`config.mk`:
```
export PLATFORM = sky130hd
export DESIGN_NAME = imem_loader
export DESIGN_NICKNAME = d
export VERILOG_FILES = /design/src/rtl/imem_loader.sv
export SDC_FILE = /design/constraint.sdc
export NUM_CORES = 1
export LEC_CHECK = 0
export ABC_CLOCK_PERIOD_IN_PS = 4500
export CORE_ASPECT_RATIO = 0.8
export CORE_UTILIZATION = 52
export DETAILED_ROUTE_END_ITERATION = 7
export GPL_ROUTABILITY_DRIVEN = 1
export GPL_TIMING_DRIVEN = 0
export PLACE_DENSITY = 0.77
export SYNTH_ARGS = -nofsm -noshare
export SYNTH_HDL_FRONTEND = slang
export SYNTH_SLANG_ARGS = --single-unit
```
`constraint.sdc`:
```
create_clock -name clk -period 4.5 [get_ports clk]
set_clock_uncertainty 0.15 [all_clocks]
set_input_delay 0.9 -clock clk [delete_from_list [all_inputs] [get_ports clk]]
set_output_delay 0.9 -clock clk [all_outputs]
set_load 0.05 [all_outputs]
```
`src/rtl/imem_loader.sv`:
```
// Byte-stream loader that writes a program into CPU instruction memory and then releases CPU reset.
// Optional trailing XOR checksum byte enabled by `define LOADER_CHECKSUM_EN.
module imem_loader #(
  parameter int MAX_WORDS = 256
) (
  input  logic        clk,
  input  logic        rst,
  input  logic        start,
  input  logic        in_valid,
  input  logic [7:0]  in_data,
  output logic        in_ready,
  output logic        initialize,
  output logic [31:0] instruction_initialize_data,
  output logic [31:0] instruction_initialize_address,
  output logic        cpu_rst,
  output logic        busy,
  output logic        done,
  output logic        error
);

  localparam logic [2:0] IDLE  = 3'd0;
  localparam logic [2:0] LEN   = 3'd1;
  localparam logic [2:0] DATA  = 3'd2;
  localparam logic [2:0] FLUSH = 3'd3;
  localparam logic [2:0] CHK   = 3'd4;
  localparam logic [2:0] RUN   = 3'd5;
  localparam logic [2:0] ERR   = 3'd6;

  localparam logic [16:0] MAX_N = 17'(MAX_WORDS);

  logic [2:0]  state_q, state_d;
  logic [1:0]  byte_cnt_q, byte_cnt_d;
  logic [7:0]  len_hi_q, len_hi_d;
  logic [15:0] n_q, n_d;
  logic [15:0] word_idx_q, word_idx_d;
  logic [23:0] shift_q, shift_d;
  logic [31:0] data_q, data_d;
  logic [31:0] addr_q, addr_d;
`ifdef LOADER_CHECKSUM_EN
  logic [7:0]  csum_q, csum_d;
`endif

  logic        accept;
  logic [15:0] n_rx;

  assign accept = in_valid & in_ready;
  assign n_rx   = {len_hi_q, in_data};

  always_comb begin
    state_d    = state_q;
    byte_cnt_d = byte_cnt_q;
    len_hi_d   = len_hi_q;
    n_d        = n_q;
    word_idx_d = word_idx_q;
    shift_d    = shift_q;
    data_d     = data_q;
    addr_d     = addr_q;
`ifdef LOADER_CHECKSUM_EN
    csum_d     = csum_q;
    if (accept && (state_q == LEN || state_q == DATA)) begin
      csum_d = csum_q ^ in_data;
    end
`endif

    case (state_q)
      IDLE, RUN, ERR: begin
        if (start) begin
          state_d    = LEN;
          byte_cnt_d = '0;
          word_idx_d = '0;
          shift_d    = '0;
          addr_d     = '0;
`ifdef LOADER_CHECKSUM_EN
          csum_d     = '0;
`endif
        end
      end
      LEN: begin
        if (accept) begin
          if (byte_cnt_q == 2'd0) begin
            len_hi_d   = in_data;
            byte_cnt_d = 2'd1;
          end else begin
            n_d        = n_rx;
            byte_cnt_d = '0;
            if ({1'b0, n_rx} > MAX_N) begin
              state_d = ERR;
            end else if (n_rx == 16'd0) begin
              state_d = FLUSH;
            end else begin
              state_d = DATA;
            end
          end
        end
      end
      DATA: begin
        if (accept) begin
          byte_cnt_d = byte_cnt_q + 2'd1;
          // Only complete words reach the output register; partial bytes stay in shift_q.
          if (byte_cnt_q == 2'd3) begin
            data_d     = {shift_q, in_data};
            addr_d     = {14'b0, word_idx_q, 2'b00};
            word_idx_d = word_idx_q + 16'd1;
            if (word_idx_q == 16'(n_q - 16'd1)) begin
              state_d = FLUSH;
            end
          end else begin
            shift_d = {shift_q[15:0], in_data};
          end
        end
      end
      FLUSH: begin
`ifdef LOADER_CHECKSUM_EN
        state_d = CHK;
`else
        state_d = RUN;
`endif
      end
`ifdef LOADER_CHECKSUM_EN
      CHK: begin
        if (accept) begin
          state_d = (in_data == csum_q) ? RUN : ERR;
        end
      end
`endif
      default: state_d = IDLE;
    endcase
  end

  always_ff @(posedge clk or posedge rst) begin
    if (rst) begin
      state_q    <= IDLE;
      byte_cnt_q <= '0;
      len_hi_q   <= '0;
      n_q        <= '0;
      word_idx_q <= '0;
      shift_q    <= '0;
      data_q     <= '0;
      addr_q     <= '0;
`ifdef LOADER_CHECKSUM_EN
      csum_q     <= '0;
`endif
    end else begin
      state_q    <= state_d;
      byte_cnt_q <= byte_cnt_d;
      len_hi_q   <= len_hi_d;
      n_q        <= n_d;
      word_idx_q <= word_idx_d;
      shift_q    <= shift_d;
      data_q     <= data_d;
      addr_q     <= addr_d;
`ifdef LOADER_CHECKSUM_EN
      csum_q     <= csum_d;
`endif
    end
  end

  assign in_ready   = (state_q == LEN) || (state_q == DATA) || (state_q == CHK);
  assign busy       = (state_q == LEN) || (state_q == DATA) || (state_q == FLUSH) || (state_q == CHK);
  assign done       = (state_q == RUN);
  assign error      = (state_q == ERR);
  assign initialize = (state_q != RUN);
  assign cpu_rst    = (state_q != RUN);

  assign instruction_initialize_data    = data_q;
  assign instruction_initialize_address = addr_q;

endmodule

```
# [Yosys cells after proc, flatten, opt, wreduce, memory -nomap -nowiden]
# Index checks and enable logic that the tools add are counted.
# Widths: inputs -> output; s select.
[totals] input_bits=12 register_bits=133 wordCells=73
[classes] n_eq_ne=16 addsub=3 n_lt_le_gt_ge=1 bitwise=2 n_mux=26 reduce_logical=17
[ops] op="$mux 32" n=3
[ops] op="$mux 24" n=3
[ops] op="$pmux 32 s2" n=1
[ops] op="$mux 16" n=3
[ops] op="$pmux 24 s2" n=1
[ops] op="$pmux 16 s2" n=1
[ops] op="$mux 3" n=7
[ops] op="$add 16x1->16 const B" n=1
[ops] op="$eq 16x16->1" n=1
[ops] op="$gt 16x9->1 const B" n=1
[ops] op="$logic_not 16->1" n=1
[ops] op="$sub 16x1->16 const B" n=1
[ops] op="$ne 2x2->1 const B" n=7
[ops] op="$pmux 3 s4" n=1
[ops] op="$reduce_and 4->1" n=3
[ops] op="$eq 3x3->1 const B" n=3
[ops] op="$reduce_and 3->1" n=3
[ops] op="$eq 3x2->1 const B" n=2
[ops] op="$mux 2" n=3
[ops] op="$pmux 2 s3" n=1
[ops] op="$reduce_and 6->1" n=1
[ops] op="$logic_or 1x1->1" n=4
[ops] op="$eq 3x1->1 const B" n=1
[ops] op="$logic_not 3->1" n=1
[ops] op="other kinds (10)" n=11

# [Logic depth before layout (Yosys ltp)]
[logic_depth] ltp_word=6 mapped_depth=8

# [Least setup slack after synthesis]
# No wires, ideal clock.
[synth_timing] path_kind="register to output" start="register state_q[0]" end="output busy" path_stages_with_launch=5 path_slack_ns=1.655 arrival_time_ns=1.795 cell_sequence="dfrtp_1 -> clkbuf_1 -> clkbuf_1 -> nor2_1 -> xnor2_1"
[synth_via] elab_chain_cells=4
[synth_lines] element="from (decl)" line_no="31" text="logic [2:0] state_q, state_d;"
[synth_lines] element="from (signal assigned)" line_no="144" text="state_q <= state_d;"
[synth_lines] element="$eq 3x1->1 / $eq 3x2->1 (equally long branches)" line_no="159" text="assign busy = (state_q == LEN) || (state_q == DATA) || (state_q == FLUSH) || (state_q == CHK);"
[synth_lines] element="$logic_or 1x1->1 (2 in series)" line_no="159"
[synth_lines] element="$logic_or 1x1->1 *" line_no="159"
[synth_lines] element="to (decl)" line_no="16" text="output logic busy,"
# Every way passes the cells marked *; elsewhere a longest branch is shown, timed or not.

# [Final worst setup path]
[layout_timing] start="register state_q[1]" end="output in_ready"
[layout_via] elab_chain_cells=3
[layout_lines] element="$eq 3x1->1 / $eq 3x2->1 (equally long branches)" line_no="158" text="assign in_ready = (state_q == LEN) || (state_q == DATA) || (state_q == CHK);"
[layout_lines] element="$logic_or 1x1->1" line_no="158"
[layout_lines] element="$logic_or 1x1->1 *" line_no="158"
[layout_lines] element="to (decl)" line_no="11" text="output logic in_ready,"
# Marked as above.

==> results.toml <==
[timing]
fmax_ghz = 0.2666
setup_viol = 0
period_needed_ns = 3.751
worst_pin_slew_ns = 1.047
maxSlewHeadroom = 0.2958
final_max_slew_viol_count = 0
hold_violations = 0
period_share = 0.8336
rsz0062_at_grt = "false"
fin_tns_setup_ns = 0

[floorplan]
io_pins = 82
start_util = 0.5373
die-width_um = 117.5
rows = 33
die_area_mm2 = 0.01109
die_h_um = 94.38
core_mm2 = 0.01032

[route]
detail-route-antenna-nets = 0
wl_per_cell_um = 16.70
drtPass1Iterations = 5
dr.first_iter.drc_count = 412
vias_per_cell = 5.553
vias = 4431
wl_um = 13320
drc = 0

[setup_path]
required_ns = 3.45
path_cells = "clkbuf_1 > clkbuf_1 > nor2b_1 > nor3_1 > nor2_1 > clkdlybuf4s50_1"
crit_slowest_cell = "clkdlybuf4s50_1"
cp.arrival_ns = 2.70
worstPathBufferInverterCount = 3
path_max_fanout = 10
cp_top_family = "buffers and inverters"
crit_type = "reg -> out"
crit_path_frequent_cell = "clkbuf_1"
end_kind = "output port"
startpoint_type = "register"
cpPeakStageDelay_ns = 0.81

[flow_run]
maxCapViolations = 0

[layout]
num-fill-cells = 789
drive_gt1_frac = 0.1277
utilization = 0.6902
regArea_mm2 = 0.002928
multiInputGateArea_mm2 = 0.002420
syn_to_final_growth_pct = 28.45
diodes = 0
final_area_mm2 = 0.007124
layout.nets = 661

[global_route]
overflow = 0
antenna_found_initial = 0
grt_pass1_vias = 4225
grt_use_total = 0.2598
grt_pass1_wl_um = 22120
grt_max_degree = 64

[min_path]
min_path_type = "reg -> reg"

[pwr]
cellPowerDensity_mw_per_mm2 = 591.0
ir_worst_vdd_v = 0.0006862
p_leak_nw = 3.290
p_total_mw = 4.210

[synthesis]
syn_area_mm2 = 0.005547
ys.flop_type = "dfrtp_1"
ys_ff_latch = 117
ys_seq_area_frac = 0.5279
syn_inst = 545
yosys_warnings = 0
yosysUniqueCellTypes = 53
async_reset_ff_frac = 1.000
synth_edf_count = 0
avgSynthCellArea_um2 = 10.18

[placement]
portBuffers = 65
gp_congestion = 0.9393
place_area_mm2 = 0.006459
hpwl_um = 9410

[status]
status = "complete, no violations"

[clock_tree]
cts.reportedPaths.clkPinSlew_ns = 0.05
cts_tree = "built"
clock_path_buffers = 2
cts_sinks = 117
ctsResizeCount = 0
cts_buffers = 17
h-tree-depth = 4
postCtsSetupRepairBufs = 0
holdBufCountCts = 0
worstSkewPairLatency_ns = 0.41
cts_root_buffer = "clkbuf_16"
Yosys cell counts, types with 5 or more instances:
| cell type | number | area [µm²] |
|---|---|---|
| nor3_1 | 8 | 40.04 |
| inv_1 | 7 | 26.28 |
| xor2_1 | 15 | 131.4 |
| nand4_1 | 6 | 37.54 |
| o21ai_0 | 14 | 70.07 |
| mux2_2 | 22 | 247.7 |
| o211ai_1 | 7 | 52.55 |
| xnor2_1 | 14 | 122.6 |
| nor2b_1 | 8 | 50.05 |
| clkbuf_1 | 24 | 90.09 |
| or3_1 | 5 | 31.28 |
| dfrtp_1 | 117 | 2928 |
| nor4_1 | 5 | 31.28 |
| nand3_1 | 6 | 30.03 |
| and3_1 | 8 | 50.05 |
| a21oi_1 | 13 | 65.06 |
| or4_1 | 5 | 37.54 |
| nand2b_1 | 5 | 31.28 |
| nand2_1 | 118 | 442.9 |
| a22o_1 | 40 | 350.3 |
| buf_4 | 17 | 127.6 |
| nor2_1 | 27 | 101.4 |
cell families (layout without fill, tap and decap cells):
kind of cell    count (synthesis)  in the layout  synth area share
simple gates                  222            222            0.1913
mux                            22             22           0.04467
xor+xnor                       29             29           0.04579
other cells                     1             16         0.0006761
buf+inv                        51            149           0.04602
compound gates                 99             99            0.1347
flops                         117            117            0.5279
fa+ha+maj                       4              4          0.009024
cell type report:
class | count | share of cell area
clock inverters | 12 | 0.02792
well taps | 140 | 0.02459
multi-input cells | 392 | 0.3397
plain buffers | 44 | 0.03214
inverters | 7 | 0.004039
flip-flops and latches | 117 | 0.4110
repair buffers | 66 | 0.09519
clock buffers | 20 | 0.06551
power breakdown:
| group | internal [mW] | switching, mW | total (mW) |
|---|---|---|---|
| logic | 0.506 | 0.746 | 1.25 |
| clock network | 1.03 | 0.472 | 1.50 |
| registers | 1.24 | 0.223 | 1.46 |
through the flow:
step / cells / setup WS (ns) / hold WS [ns]
floorplan: 560 / 0.3492 / 0.2891
global placement: 765 / -1.157 / 0.3077
detailed placement: 766 / 0.9517 / 0.3134
CTS: 798 / 0.7335 / 0.3262
global route: 798 / 0.5658 / 0.3482
finish: 798 / 0.7487 / 0.3191
worst register-to-register path, cell delays in order (launching register included):
cell and delay, ns:
dfrtp_1 0.43, inv_1 0.12, ha_1 0.30, or3b_2 0.50, or4_4 0.49, o311ai_2 0.29, o22ai_1 0.14, a2111oi_2 0.28
o31a_1 0.16
layer usage:
layer / global-route usage / wire length, µm
met1: 0.3684 / 6251
met3: 0.06401 / 848
met2: 0.4019 / 6062
met4: 0.06944 / 161
met5: 0 / 0
path summary, 6_finish.rpt:
path,from,end,slack [ns],cells past startpoint
max,state_q[1],in_ready,0.75,6
min,instruction_initialize_data[25],instruction_initialize_data[25],0.32,2
max reg2reg,n_q[0],state_q[0],1.57,8
min reg2reg,instruction_initialize_data[25],instruction_initialize_data[25],0.32,2
max in group asynchronous,rst,n_q[7],2.62,3
min in group asynchronous,rst,instruction_initialize_data[28],0.83,2
registers in the layout (all words and copies together) (netlist names):
register	flops
instruction_initialize_address	16
len_hi_q	8
word_idx_q	16
n_q	16
state_q	3
shift_q	24
instruction_initialize_data	32
byte_cnt_q	2
layout by cell type, fill, tap and decap left out, types with 3 or more instances in the layout:
cell	netlist	layout
o21bai_1	3	3
xor2_1	15	15
dfrtp_1	117	117
conb_1	1	16
o31ai_1	4	4
clkbuf_8	0	3
and3_1	8	8
nand2_1	118	118
a31oi_1	3	3
o211ai_1	7	7
clkbuf_1	24	24
nor2_1	27	27
nor2b_1	8	8
mux2_2	22	22
o31a_1	3	3
a21oi_1	13	13
buf_4	17	17
a22o_1	40	40
xnor2_1	14	14
nor4_1	5	5
or4_1	5	5
clkdlybuf4s50_1	0	65
nor3_1	8	8
inv_1	7	6
and2_1	3	3
bufinv_16	0	5
clkinvlp_4	0	4
nand4_1	6	6
or3_1	5	5
ha_1	4	4
o21ai_0	14	14
nand2b_1	5	5
buf_1	3	3
clkbuf_16	0	17
nand3_1	6	6
(Power assumes the default switching activity.)
